==> config.mk <==
export PLATFORM = sky130hd
export DESIGN_NAME = i2c_xfer_sequencer
export DESIGN_NICKNAME = d
export VERILOG_FILES = /design/src/rtl/i2c_seq_pkg.sv /design/src/rtl/i2c_seq_watchdog.sv /design/src/rtl/i2c_xfer_sequencer.sv
export SDC_FILE = /design/constraint.sdc
export NUM_CORES = 1
export LEC_CHECK = 0
export BUFFER_PORTS_ARGS = -buffer_cell sky130_fd_sc_hd__buf_2
export CORE_UTILIZATION = 59
export CTS_CLUSTER_DIAMETER = 30
export DETAILED_ROUTE_END_ITERATION = 7
export GPL_TIMING_DRIVEN = 0
export PLACE_DENSITY_LB_ADDON = 0.3
export RECOVER_POWER = 100
export SYNTH_ARGS = -nofsm -noshare
export SYNTH_HDL_FRONTEND = slang
export SYNTH_HIERARCHICAL = 1
export SYNTH_SLANG_ARGS = --single-unit
==> constraint.sdc <==
create_clock -name clk -period 6.5 [get_ports clk]
set_input_delay 0 -clock clk [delete_from_list [all_inputs] [get_ports clk]]
set_output_delay 0 -clock clk [all_outputs]
set_load 0.02 [all_outputs]
==> src/rtl/i2c_seq_pkg.sv <==
`default_nettype none
// ============================================================================
// Module   : i2c_seq_pkg
// Brief    : Shared state encoding, error codes and R/W bit values for the
//            I2C transaction sequencer.
// Revision : 1.0
// ============================================================================
package i2c_seq_pkg;

    typedef enum logic [3:0] {
        ST_IDLE   = 4'd0,
        ST_START  = 4'd1,
        ST_DEVW   = 4'd2,
        ST_REG    = 4'd3,
        ST_WDATA  = 4'd4,
        ST_RSTART = 4'd5,
        ST_DEVR   = 4'd6,
        ST_RDATA  = 4'd7,
        ST_STOP   = 4'd8,
        ST_FIN    = 4'd9
    } seq_state_t;

    localparam logic [1:0] ERR_OK      = 2'd0;
    localparam logic [1:0] ERR_ADDR    = 2'd1;
    localparam logic [1:0] ERR_DATA    = 2'd2;
    localparam logic [1:0] ERR_TIMEOUT = 2'd3;

    localparam logic RW_WRITE = 1'b0;
    localparam logic RW_READ  = 1'b1;

    // States that issue one primitive and then wait for the byte core.
    function automatic logic is_prim_state(input seq_state_t s);
        return (s != ST_IDLE) && (s != ST_FIN);
    endfunction

endpackage
`default_nettype wire

==> src/rtl/i2c_seq_watchdog.sv <==
`default_nettype none
// ============================================================================
// Module   : i2c_seq_watchdog
// Brief    : Restartable cycle counter; flags expiry after TIMEOUT_CYC-1 ticks.
// Revision : 1.0
// ============================================================================
module i2c_seq_watchdog #(
    parameter int TIMEOUT_CYC = 100000
) (
    input  logic clk,
    input  logic reset_n,
    input  logic clear,
    input  logic enable,
    output logic expired
);

    localparam int CNT_W = (TIMEOUT_CYC > 1) ? $clog2(TIMEOUT_CYC) : 1;
    localparam logic [CNT_W-1:0] c_LAST = CNT_W'(TIMEOUT_CYC - 1);

    logic [CNT_W-1:0] r_cnt;

    assign expired = enable && (r_cnt == c_LAST);

    always_ff @(posedge clk or negedge reset_n) begin
        if (!reset_n) begin
            r_cnt <= '0;
        end else if (clear) begin
            r_cnt <= '0;
        end else if (enable && !expired) begin
            r_cnt <= r_cnt + CNT_W'(1);
        end
    end

endmodule
`default_nettype wire

==> src/rtl/i2c_xfer_sequencer.sv <==
`default_nettype none
// ============================================================================
// Module   : i2c_xfer_sequencer
// Brief    : Register-level I2C transaction controller driving a byte core.
// Revision : 1.0
// ============================================================================
module i2c_xfer_sequencer
    import i2c_seq_pkg::*;
#(
    parameter int LEN_W       = 4,
    parameter int TIMEOUT_CYC = 100000
) (
    input  logic             clk,
    input  logic             reset_n,
    input  logic             cmd_valid,
    output logic             cmd_ready,
    input  logic [6:0]       cmd_dev,
    input  logic [7:0]       cmd_reg,
    input  logic             cmd_rnw,
    input  logic [LEN_W-1:0] cmd_len,
    input  logic [7:0]       wr_data,
    input  logic             wr_valid,
    output logic             wr_ready,
    output logic [7:0]       rd_data,
    output logic             rd_valid,
    output logic             done,
    output logic [1:0]       err,
    output logic             busy,
    output logic             core_start,
    output logic             core_stop,
    output logic             core_write,
    output logic             core_read,
    output logic [7:0]       core_wdata,
    output logic             core_nack,
    input  logic             core_ready,
    input  logic             core_done,
    input  logic             core_ack,
    input  logic [7:0]       core_rdata
);

    seq_state_t       r_state;
    logic             r_issued;
    logic [6:0]       r_dev;
    logic [7:0]       r_reg;
    logic             r_rnw;
    logic [LEN_W-1:0] r_len_left;

    logic w_can_issue;
    logic w_wd_en;
    logic w_wd_expired;
    logic w_last_byte;

    // WDATA additionally stalls on the host; the watchdog stays idle meanwhile.
    assign w_can_issue = is_prim_state(r_state) && !r_issued && core_ready
                         && ((r_state != ST_WDATA) || wr_valid);
    assign w_wd_en     = is_prim_state(r_state) && r_issued;
    assign w_last_byte = (r_len_left == LEN_W'(1));

    i2c_seq_watchdog #(
        .TIMEOUT_CYC (TIMEOUT_CYC)
    ) u_watchdog (
        .clk     (clk),
        .reset_n (reset_n),
        .clear   (w_can_issue),
        .enable  (w_wd_en),
        .expired (w_wd_expired)
    );

    always_ff @(posedge clk or negedge reset_n) begin
        if (!reset_n) begin
            r_state    <= ST_IDLE;
            r_issued   <= 1'b0;
            r_dev      <= '0;
            r_reg      <= '0;
            r_rnw      <= 1'b0;
            r_len_left <= '0;
            cmd_ready  <= 1'b1;
            wr_ready   <= 1'b0;
            rd_data    <= '0;
            rd_valid   <= 1'b0;
            done       <= 1'b0;
            err        <= ERR_OK;
            busy       <= 1'b0;
            core_start <= 1'b0;
            core_stop  <= 1'b0;
            core_write <= 1'b0;
            core_read  <= 1'b0;
            core_wdata <= '0;
            core_nack  <= 1'b0;
        end else begin
            core_start <= 1'b0;
            core_stop  <= 1'b0;
            core_write <= 1'b0;
            core_read  <= 1'b0;
            wr_ready   <= 1'b0;
            rd_valid   <= 1'b0;
            done       <= 1'b0;

            case (r_state)
                ST_IDLE: begin
                    if (cmd_valid) begin
                        r_dev      <= cmd_dev;
                        r_reg      <= cmd_reg;
                        r_rnw      <= cmd_rnw;
                        r_len_left <= cmd_len;
                        err        <= ERR_OK;
                        busy       <= 1'b1;
                        cmd_ready  <= 1'b0;
                        core_nack  <= 1'b0;
                        r_issued   <= 1'b0;
                        r_state    <= ST_START;
                    end
                end

                ST_FIN: begin
                    cmd_ready <= 1'b1;
                    r_state   <= ST_IDLE;
                end

                default: begin
                    if (w_can_issue) begin
                        r_issued <= 1'b1;
                        case (r_state)
                            ST_START, ST_RSTART: core_start <= 1'b1;
                            ST_DEVW: begin
                                core_write <= 1'b1;
                                core_wdata <= {r_dev, RW_WRITE};
                            end
                            ST_REG: begin
                                core_write <= 1'b1;
                                core_wdata <= r_reg;
                            end
                            ST_WDATA: begin
                                core_write <= 1'b1;
                                core_wdata <= wr_data;
                                wr_ready   <= 1'b1;
                            end
                            ST_DEVR: begin
                                core_write <= 1'b1;
                                core_wdata <= {r_dev, RW_READ};
                            end
                            ST_RDATA: begin
                                core_read <= 1'b1;
                                core_nack <= w_last_byte;
                            end
                            ST_STOP: core_stop <= 1'b1;
                            default: ;
                        endcase
                    end else if (r_issued && core_done) begin
                        r_issued <= 1'b0;
                        case (r_state)
                            ST_START:  r_state <= ST_DEVW;
                            ST_RSTART: r_state <= ST_DEVR;
                            ST_DEVW: begin
                                if (!core_ack) begin
                                    err     <= ERR_ADDR;
                                    r_state <= ST_STOP;
                                end else begin
                                    r_state <= ST_REG;
                                end
                            end
                            ST_REG: begin
                                if (!core_ack) begin
                                    err     <= ERR_DATA;
                                    r_state <= ST_STOP;
                                end else if (r_len_left == '0) begin
                                    r_state <= ST_STOP;
                                end else if (r_rnw == RW_READ) begin
                                    r_state <= ST_RSTART;
                                end else begin
                                    r_state <= ST_WDATA;
                                end
                            end
                            ST_WDATA: begin
                                r_len_left <= r_len_left - LEN_W'(1);
                                if (!core_ack) begin
                                    err     <= ERR_DATA;
                                    r_state <= ST_STOP;
                                end else if (w_last_byte) begin
                                    r_state <= ST_STOP;
                                end
                            end
                            ST_DEVR: begin
                                if (!core_ack) begin
                                    err     <= ERR_ADDR;
                                    r_state <= ST_STOP;
                                end else begin
                                    r_state <= ST_RDATA;
                                end
                            end
                            ST_RDATA: begin
                                rd_data    <= core_rdata;
                                rd_valid   <= 1'b1;
                                r_len_left <= r_len_left - LEN_W'(1);
                                if (w_last_byte) begin
                                    r_state <= ST_STOP;
                                end
                            end
                            ST_STOP: begin
                                done    <= 1'b1;
                                busy    <= 1'b0;
                                r_state <= ST_FIN;
                            end
                            default: r_state <= ST_IDLE;
                        endcase
                    end else if (w_wd_expired) begin
                        // Core presumed hung: skip STOP and finish immediately.
                        err      <= ERR_TIMEOUT;
                        done     <= 1'b1;
                        busy     <= 1'b0;
                        r_issued <= 1'b0;
                        r_state  <= ST_FIN;
                    end
                end
            endcase
        end
    end

endmodule
`default_nettype wire

==> impl_results.md <==
* Area grow syn2layout at 25.69%
* Post-CTS Setup Inserts at 0
* Slew Viols, Final at 71
* Inserted Diodes at 0
* Largest register by flop count: u_watchdog/r_cnt
* Syn nets at 390
* Chip width at 80.06 um
* Synth warn at 6
* DRT antenna net count at 0
* Total grt overflow at 0
* Ranking of synthesized cells by area: dfrtp_1 48%, mux2_2 7.8%, nor2_1 3.3%, a21oi_1 2.9%, o21ai_0 1.9%
* Critical path startpoint: reset_n
* Initial antenna violation count at 0
* Netlist cell types at 65
* GP Congestion at 0.9174
* Worst Path Max Fanout at 70
* Max-slew headroom at -1.412
* Clock buffer depth at 2
* Yosys top cell by area: dfrtp_1
* Initial DRC Count at 170
* DP HPWL at about 5600 um
* Clk root buf: clkbuf_8
* Synth Cell Area at between 0.003 and 0.004 mm^2
* Drt drc at 0
* Multiplexer share of the synthesized area at 0.08841
* Hold Slack at about 0.024 ns
* Hold_sp: wr_data[6]
* Yosys reg bits at 70
* First-pass GRT wire length at approximately 15000 um
* CP max stage cell: clkbuf_1
* Wire length per cell at 17.63 um
* Number of global-route vias before repair at 3181
* Core Box Area at about 0.006 mm^2
* Met1 Usage GRT at 0.4135
* Largest family of logic cells by synthesized area: simple AND/OR/NAND/NOR gates
* RSZ-0062 raised after global routing: no
* Chip height at about 80 um
* Count leader, synth: dfrtp_1
* Min Tclk post-route at between 3 and 4 ns
* Critical path class: in2async
* Worst EP arrival at roughly 3.1 ns
* Final #Nets at between 500 and 600
* R2R Path Start: r_state[0]
* Clock net sink count at 70
* WL final at 9484 um
* Syn Inst Count at about 340
* Largest net degree at the start of global routing at between 70 and 80
* Critical path data required time at a little over 6 ns
* GRT Overall Usage at 0.3240
* Via density at slightly above 6
* Max Cap Violations at 1
* Via count at roughly 3300
* Yosys top cell area share at 0.4803
* Hold Path Class: in2reg
* IO Pins at slightly above 70
* CTS tree: done
* Drt first pass iters at 5
* Family with the most delay on the worst path: buffers and inverters
* Main flop type after synthesis: dfrtp_1
* Final Skew at about 0.015 ns
* Worst Setup Start Kind: input port
* Skew-Pair Late Insertion Delay at around 0.36 ns
* Asr flop ratio synth at 1.000
* Outcome: complete, but fails checks
* Top post-synthesis cells by count: 69 x dfrtp_1, 32 x nor2_1, 25 x mux2_2
* Leak at about 1.9 nW
* Worst slew pin tran at approximately 3.6 ns
* Full die area at 0.006409 mm^2
* Worst path cell trace: dlygate4sd3_1, clkbuf_1
* Clk slew on worst S/H paths at 0.08 ns
* Hold Violations, Final at 0
* Post-Synth Adder-Cell Area at 0.01392
* Initial core utilization at 0.6108
* CTS buffer count at 9
* I/O Buffers at 70
* Post-synthesis xor/xnor area fraction at 0.02436
* Grt met3 use at 0.07500
* Failing checks: max-capacitance violations, max-slew violations
* Std cell rows at 28
* Syn_area_per_cell at 10.48 um^2
* Seq/Total Area, Yosys at 0.4876
* Max FFs per register at 17
* GRT met2 Usage at 0.5231
* Post-DP Area at a little over 0.004 mm^2
* Number of synthesized flops with an enable pin at 0
* Pwr Density at 419.2 mW/mm^2
* Layout cells sized above 1 at 0.1987
* Max Clock Freq at about 290 MHz
* Total power at approximately 1.9 mW
* PostCTS Resize Cnt at 0
* Worst IR drop on VDD at between 200 and 300 uV
* Layer with the highest usage: met2
* Period utilisation layout at 0.5334
* Critical Path Max Stage Delay at around 2.5 ns
* Worst Setup End Kind: asynchronous set/reset pin
* CP Buf/Inv Count at 2
* Post-Synth Simple-Gate Area at 0.1967
* Cell area after layout at about 0.0045 mm^2
* Setup Viol. Count Final at 0
* CTS H-tree lvls at 3
* Complex-gate fraction of the synthesized area at 0.1518
* Total negative slack at 0 ns
-- routing by layer --
layer,vias up,part of all wire
met5,-,0
met4,0,0.030
met3,32,0.063
met2,139,0.49
met1,1593,0.42
li1,1488,-
-- final timing paths --
check | depth (start not counted) | slack (ns) | end
worst max-delay path | 2 | 3.03 | u_watchdog/r_cnt[5]
worst min-delay path | 3 | 0.02 | core_wdata[6]
worst max register to register | 6 | 3.50 | r_reg[1]
worst min register to register | 1 | 0.49 | err[0]
max in group clk | 6 | 3.50 | r_reg[1]
min in group asynchronous | 2 | 1.42 | wr_ready
-- cells in the final DEF, fill, tap and decap left out, drive strengths merged, types with 3 or more instances in the layout --
cell type and count:
a21oi 21, a22oi 7, a31oi 11, and2 4, buf 43, clkbuf 57
dfrtp 69, dlygate4sd3 34, ha 4, inv 8, mux2 27, nand2 18
nand2b 5, nand3 7, nand3b 3, nand4 4, nor2 33, nor2b 7
nor3 7, nor3b 6, nor4 8, o21ai 18, o2bb2ai 3, o31ai 3
or3 6, xnor2 8
-- report_power, final --
part	switching [mW]	leakage (nW)	total [mW]	internal, mW
clock	0.170	0.116	0.407	0.237
sequential	0.0978	0.889	0.676	0.578
combinational	0.501	0.921	0.811	0.310
total	0.769	1.93	1.89	1.12
-- final cells by class --
| class | count | area (um^2) |
|---|---|---|
| Sequential cell | 70 | 1753 |
| Buffer | 19 | 80.08 |
| Clock inverter | 5 | 81.33 |
| Multi-Input combinational cell | 245 | 1669 |
| Tap cell | 75 | 93.84 |
| Timing Repair Buffer | 104 | 654.4 |
| Fill cell | 415 | 1368 |
| Inverter | 9 | 35.03 |
| Clock buffer | 11 | 151.4 |
-- through the flow --
stage	util	setup slack, ns	std cells
2_1_floorplan	-	4.335	343
3_3_place_gp	0.6862	4.052	488
3_5_place_dp	0.6867	3.972	488
4_1_cts	0.7840	3.974	538
5_1_grt	0.7676	2.212	538
6_report	0.7676	3.033	538
-- cell families after synthesis --
kind of cell	count (synthesis)
muxes	28
buffers and inverters	28
xor gates and xnor gates	10
and+or+nand+nor	123
AOI/OAI and AO/OA	80
DFF	70
adders and majority gates	4
-- repair_timing --
| action | 4_1_cts | 5_1_grt |
|---|---|---|
| hold buffers | 34 | 0 |
| endpoints found under the hold margin | 102 | 0 |
| setup endpoints to repair | 0 | 0 |
Power figures use the tool's default switching activity.
